## src/rtl/ov_fifo_frame_reader.sv

```systemverilog
// Reads one H_RES x V_RES frame from an AL422B-style camera FIFO.
// OV_RCLK is driven from a flop and pixels leave on a valid/ready stream.
module ov_fifo_frame_reader #(
  parameter int H_RES         = 320,
  parameter int V_RES         = 240,
  parameter int BYTES_PER_PIX = 2,
  parameter int MSB_FIRST     = 1,
  parameter int RRST_PULSES   = 3
) (
  input  logic        CLK,
  input  logic        RST,
  input  logic        START,
  input  logic        ABORT,
  input  logic [7:0]  OV_DATA,
  output logic        OV_RCLK,
  output logic        OV_RRST,
  output logic        OV_OE_N,
  output logic [15:0] PIX_DATA,
  output logic        PIX_VALID,
  input  logic        PIX_READY,
  output logic        PIX_SOF,
  output logic        PIX_EOL,
  output logic        BUSY,
  output logic        DONE
);
  localparam int XW = (H_RES > 1) ? $clog2(H_RES) : 1;
  localparam int YW = (V_RES > 1) ? $clog2(V_RES) : 1;
  localparam int RW = $clog2(2*RRST_PULSES+1);
  localparam logic [RW-1:0] R_END  = RW'(2*RRST_PULSES);
  localparam logic [RW-1:0] R_PREV = RW'(2*RRST_PULSES-1);
  localparam logic [XW-1:0] X_END  = XW'(H_RES-1);
  localparam logic [YW-1:0] Y_END  = YW'(V_RES-1);
  localparam logic          B_END  = (BYTES_PER_PIX == 2);

  typedef enum logic [1:0] {IDLE, RRST, READ, FLUSH} state_t;

  state_t          state;
  logic [RW-1:0]   rcnt;
  logic [XW-1:0]   x;
  logic [YW-1:0]   y;
  logic            byte_cnt;
  logic            ph1;
  logic [7:0]      byte_hold;
  logic [15:0]     pix_next;
  logic            out_free;
  logic            last_byte;
  logic            last_pix;

  assign out_free  = !PIX_VALID || PIX_READY;
  assign last_byte = (byte_cnt == B_END);
  assign last_pix  = (x == X_END) && (y == Y_END);

  always_comb begin
    pix_next = {8'h00, OV_DATA};
    if (BYTES_PER_PIX == 2) begin
      if (MSB_FIRST != 0) pix_next = {byte_hold, OV_DATA};
      else                pix_next = {OV_DATA, byte_hold};
    end
  end

  always_ff @(posedge CLK or posedge RST) begin
    if (RST) begin
      state     <= IDLE;
      rcnt      <= '0;
      x         <= '0;
      y         <= '0;
      byte_cnt  <= 1'b0;
      ph1       <= 1'b0;
      byte_hold <= 8'h00;
      OV_RCLK   <= 1'b0;
      OV_RRST   <= 1'b1;
      OV_OE_N   <= 1'b1;
      PIX_DATA  <= 16'h0000;
      PIX_VALID <= 1'b0;
      PIX_SOF   <= 1'b0;
      PIX_EOL   <= 1'b0;
      BUSY      <= 1'b0;
      DONE      <= 1'b0;
    end else begin
      DONE <= 1'b0;
      if (state != IDLE && ABORT) begin
        state     <= IDLE;
        rcnt      <= '0;
        x         <= '0;
        y         <= '0;
        byte_cnt  <= 1'b0;
        ph1       <= 1'b0;
        OV_RCLK   <= 1'b0;
        OV_RRST   <= 1'b1;
        OV_OE_N   <= 1'b1;
        PIX_VALID <= 1'b0;
        BUSY      <= 1'b0;
      end else begin
        case (state)
          IDLE: if (START && !ABORT) begin
            state   <= RRST;
            BUSY    <= 1'b1;
            OV_OE_N <= 1'b0;
            OV_RRST <= 1'b0;
            OV_RCLK <= 1'b1;
            rcnt    <= '0;
          end
          // rcnt walks high/low pulse halves, then one settle cycle with RRST released
          RRST: begin
            if (rcnt == R_END) begin
              state    <= READ;
              OV_RCLK  <= 1'b1;
              ph1      <= 1'b0;
              byte_cnt <= 1'b0;
            end else begin
              rcnt <= rcnt + 1'b1;
              if (rcnt == R_PREV) begin
                OV_RRST <= 1'b1;
                OV_RCLK <= 1'b0;
              end else begin
                OV_RCLK <= ~OV_RCLK;
              end
            end
          end
          READ: begin
            if (PIX_VALID && PIX_READY) PIX_VALID <= 1'b0;
            if (OV_RCLK) begin
              OV_RCLK <= 1'b0;
              ph1     <= 1'b1;
            end else if (ph1) begin
              if (!last_byte) begin
                byte_hold <= OV_DATA;
                byte_cnt  <= 1'b1;
                ph1       <= 1'b0;
                OV_RCLK   <= 1'b1;
              end else if (out_free) begin
                // The last byte waits in phase 1 (RCLK low) until the output
                // register is free, which also gates the next pixel's first rise.
                PIX_DATA  <= pix_next;
                PIX_SOF   <= (x == '0) && (y == '0);
                PIX_EOL   <= (x == X_END);
                PIX_VALID <= 1'b1;
                ph1       <= 1'b0;
                byte_cnt  <= 1'b0;
                if (last_pix) begin
                  state <= FLUSH;
                  x     <= '0;
                  y     <= '0;
                end else begin
                  OV_RCLK <= 1'b1;
                  if (x == X_END) begin
                    x <= '0;
                    y <= y + 1'b1;
                  end else begin
                    x <= x + 1'b1;
                  end
                end
              end
            end
          end
          FLUSH: if (PIX_VALID && PIX_READY) begin
            PIX_VALID <= 1'b0;
            DONE      <= 1'b1;
            BUSY      <= 1'b0;
            OV_OE_N   <= 1'b1;
            state     <= IDLE;
          end
          default: state <= IDLE;
        endcase
      end
    end
  end
endmodule

```

## config.mk

```make
export PLATFORM = sky130hd
export DESIGN_NAME = ov_fifo_frame_reader
export DESIGN_NICKNAME = d
export VERILOG_FILES = /design/src/rtl/ov_fifo_frame_reader.sv
export SDC_FILE = /design/constraint.sdc
export NUM_CORES = 1
export LEC_CHECK = 0
export ABC_AREA = 0
export BUFFER_PORTS_ARGS = -buffer_cell sky130_fd_sc_hd__buf_2
export CAP_MARGIN = 20
export CELL_PAD_IN_SITES_DETAIL_PLACEMENT = 1
export CELL_PAD_IN_SITES_GLOBAL_PLACEMENT = 2
export CORE_MARGIN = 2
export CORE_UTILIZATION = 36
export CTS_CLUSTER_DIAMETER = 60
export DETAILED_ROUTE_END_ITERATION = 10
export HOLD_SLACK_MARGIN = 0.08
export PLACE_DENSITY_LB_ADDON = 0.1
export SLEW_MARGIN = 20
export SYNTH_ARGS = -nofsm -noshare
export SYNTH_HDL_FRONTEND = slang
export SYNTH_SLANG_ARGS = --single-unit
```

## constraint.sdc

```tcl
create_clock -name CLK -period 2.5 [get_ports CLK]
set_input_delay 0 -clock CLK [delete_from_list [all_inputs] [get_ports CLK]]
set_output_delay 0 -clock CLK [all_outputs]
set_load 0.02 [all_outputs]
```

==> impl_metrics.json <==
{
  "first_global_vias": 2254,
  "synth.area.top_cells": "dfrtp_1 48%, mux2_1 11%, ha_1 4.9%",
  "relSlewSlack_pct": 64.89,
  "met3_usage_pct": 3.092,
  "rsz0062_at_grt": "false",
  "finalCritPeriodShare_pct": 85.72,
  "outcome": "finished clean",
  "cts_sinks": 56,
  "post-cts-setup-buffers": 0,
  "clkLatencyLatePin_ps": 320,
  "wire_per_inst_microns": 14.97,
  "grt_usage_pct": 16.27,
  "netlist_instances": 267,
  "ys_seq_elements": 56,
  "rr_worst_depth": 5,
  "required_ps": 2740,
  "gr-total-overflow": 0,
  "syn_to_final_growth_pct": 18.85,
  "slowest_delay_ps": 510,
  "holdWs_ps": 122.1,
  "syn_area_per_cell_sq_um": 10.54,
  "gp_congestion": 0.7699,
  "via_count": 2131,
  "synth_top_area_share_pct": 48.02,
  "clk_path_buf_depth": 2,
  "endpoint_kind": "register",
  "crit_type": "reg -> reg",
  "synth.most_common_cell": "dfrtp_1",
  "max_freq_ghz": 0.4666,
  "drt.antenna.violating_nets": 0,
  "worstHoldPathCells": 4,
  "antenna_found_initial": 0,
  "die-area_sq_um": 8540,
  "p_per_area_nw_per_um2": 741.1,
  "tns_ps": 0,
  "r2r_slack_ps": 360,
  "clkSlewWorstSetupHoldPaths_ps": 110,
  "min-delay-start": "START",
  "coreArea_sq_um": 7647,
  "fin_nets": 344,
  "num_antenna_cells": 0,
  "drive_gt1_share_pct": 19.00,
  "p_leak_nw": 1.676,
  "die_w_microns": 92.41,
  "drv_cap": 0,
  "path_cells": "nand2b_1 -> nor3_2 -> nand2_2 -> or4b_1 -> a21oi_1",
  "num-fill-cells": 869,
  "synthArstFlopShare_pct": 100.0,
  "cpMaxStageDelayCell": "or4b_1",
  "setup_violations": 0,
  "synth_cell_types": 45,
  "grt_pass1_wl_microns": 11040,
  "synth_warnings": 0,
  "grt.busiest_layer": "met2",
  "regToRegStartpoint": "OV_RCLK",
  "drt-total-wl_microns": 6331,
  "syn_nets": 291,
  "use_met2_pct": 27.80,
  "vdd_ir_drop_max_uv": 373.3,
  "start_util_pct": 36.80,
  "cts_tree": "built",
  "cts_root_buffer": "clkbuf_8",
  "cp.arrival_ps": 2380,
  "die_y_microns": 92.41,
  "use_met1_pct": 20.96,
  "synth-edff-count": 0,
  "pin_count": 37,
  "drc": 0,
  "yosysSeqAreaShare_pct": 49.89,
  "worst_pin_slew_ps": 523.5,
  "io_buffer_count": 36,
  "drt_pass1_iterations": 4,
  "worstHoldEndpoint": "BUSY",
  "rows": 32,
  "synth_top_area_cell": "dfrtp_1",
  "hpwl_microns": 4492,
  "ctsResizeCount": 0,
  "syn_area_sq_um": 2814,
  "pre_cts_ws_ps": 354.6,
  "hold_violations": 0,
  "worst_slack_ps": 357.0,
  "numCtsBuffers": 5,
  "h-tree-depth": 2,
  "grt_max_degree": 57,
  "final_max_slew_viol_count": 0,
  "timing.rr.end": "y[4]",
  "fin_crit_ps": 2143,
  "vias_per_cell": 5.038,
  "cp-start-kind": "register",
  "crit_fanout": 12,
  "synth_flop_cell": "dfrtp_1",
  "finalClockSkew_ps": 15.88,
  "drt-initial-drc-count": 33,
  "hp-class": "in -> reg",
  "synth_common_cells": "54 x dfrtp_1, 28 x nor2_1, 27 x mux2_1, 21 x nand2_1, 16 x nand3_1"
}
==> worst max-delay path by stage <==
stage / slack (ps) / depth (start not counted) / to / from
detailed placement: 350 / 6 / byte_hold[2] / state[1]
CTS: 320 / 5 / y[4] / OV_RCLK
finish: 360 / 5 / y[4] / OV_RCLK
global route: 170 / 7 / y[4] / state[0]
global placement: 410 / 5 / y[4] / OV_RCLK
floorplan: 400 / 9 / PIX_DATA[0] / state[1]
==> through the flow <==
stage | instance area (sq um) | util (%) | power [mW] | cells
2_1_floorplan | 2814 | - | 1.693 | 267
3_3_place_gp | 3137 | 41.02 | 1.944 | 404
3_5_place_dp | 3137 | 41.02 | 1.954 | 404
4_1_cts | 3344 | 43.73 | 2.529 | 423
5_1_grt | 3344 | 43.73 | 2.685 | 423
6_report | 3344 | 43.73 | 2.479 | 423
==> area by class of cell <==
class                           count  area (sq um)  share of cell area, %
Clock buffer                        5         68.82                  2.058
Clock inverter                      3         28.78                 0.8605
Inverter                           13         48.80                  1.459
Multi-Input combinational cell    189          1304                  38.98
Sequential cell                    56          1404                  41.98
Tap cell                          102         127.6                  3.816
Timing Repair Buffer               55         362.8                  10.85
==> routing by layer <==
| layer | vias to the layer above | share of wire [%] |
|---|---|---|
| met3 | 5 | 2.2 |
| met2 | 17 | 50 |
| met5 | - | 0 |
| met4 | 0 | 1.1 |
| met1 | 1062 | 47 |
| li1 | 1047 | - |
==> logic make-up (layout without fill, tap and decap cells) <==
group | after synthesis | in the layout | synth area share (%)
flops | 56 | 56 | 49.89
simple gates | 101 | 101 | 18.45
buf+inv | 22 | 76 | 3.779
compound gates | 39 | 39 | 8.582
fa+ha+maj | 11 | 11 | 4.891
xor+xnor | 8 | 8 | 2.490
mux | 30 | 30 | 11.92
==> worst max-delay path: cells and delay by family, from the launching register on <==
family | cells | cell delay, ps
and+or+nand+nor | 4 | 1450
AOI/OAI and AO/OA | 1 | 160
DFF | 1 | 460
==> placed cells by master, fill, tap and decap left out, drive strengths merged, types with 2 or more instances in the layout <==
cell type,count
nand4,6
dfstp,2
buf,44
or3,4
dfrtp,54
a32o,2
a21oi,12
mux2,28
nand3,16
and3,3
and2,2
nor2,29
a22oi,2
ha,11
nor3,6
nand2b,3
o21ai,13
nand4b,2
o31ai,2
xor2,8
and4,2
a31oi,3
nor2b,2
inv,16
mux2i,2
clkbuf,5
dlygate4sd3,11
nor4,2
nand2,22
==> timing repair <==
item / CTS / global route
hold buffers: 11 / 0
endpoints found under the hold margin: 76 / 0
endpoints found under the setup margin: 0 / 0
==> state kept, by name (all words and copies together), names as in the netlist, 2 cells and up <==
name	flops
y	8
PIX_DATA	16
x	9
rcnt	3
byte_hold	8
state	2
==> power breakdown <==
group | internal, mW | total (mW) | switching (mW)
clock network | 0.213 | 0.549 | 0.336
registers | 1.03 | 1.13 | 0.0939
logic | 0.319 | 0.803 | 0.484
total | 1.56 | 2.48 | 0.914
(Power assumes the default switching activity.)
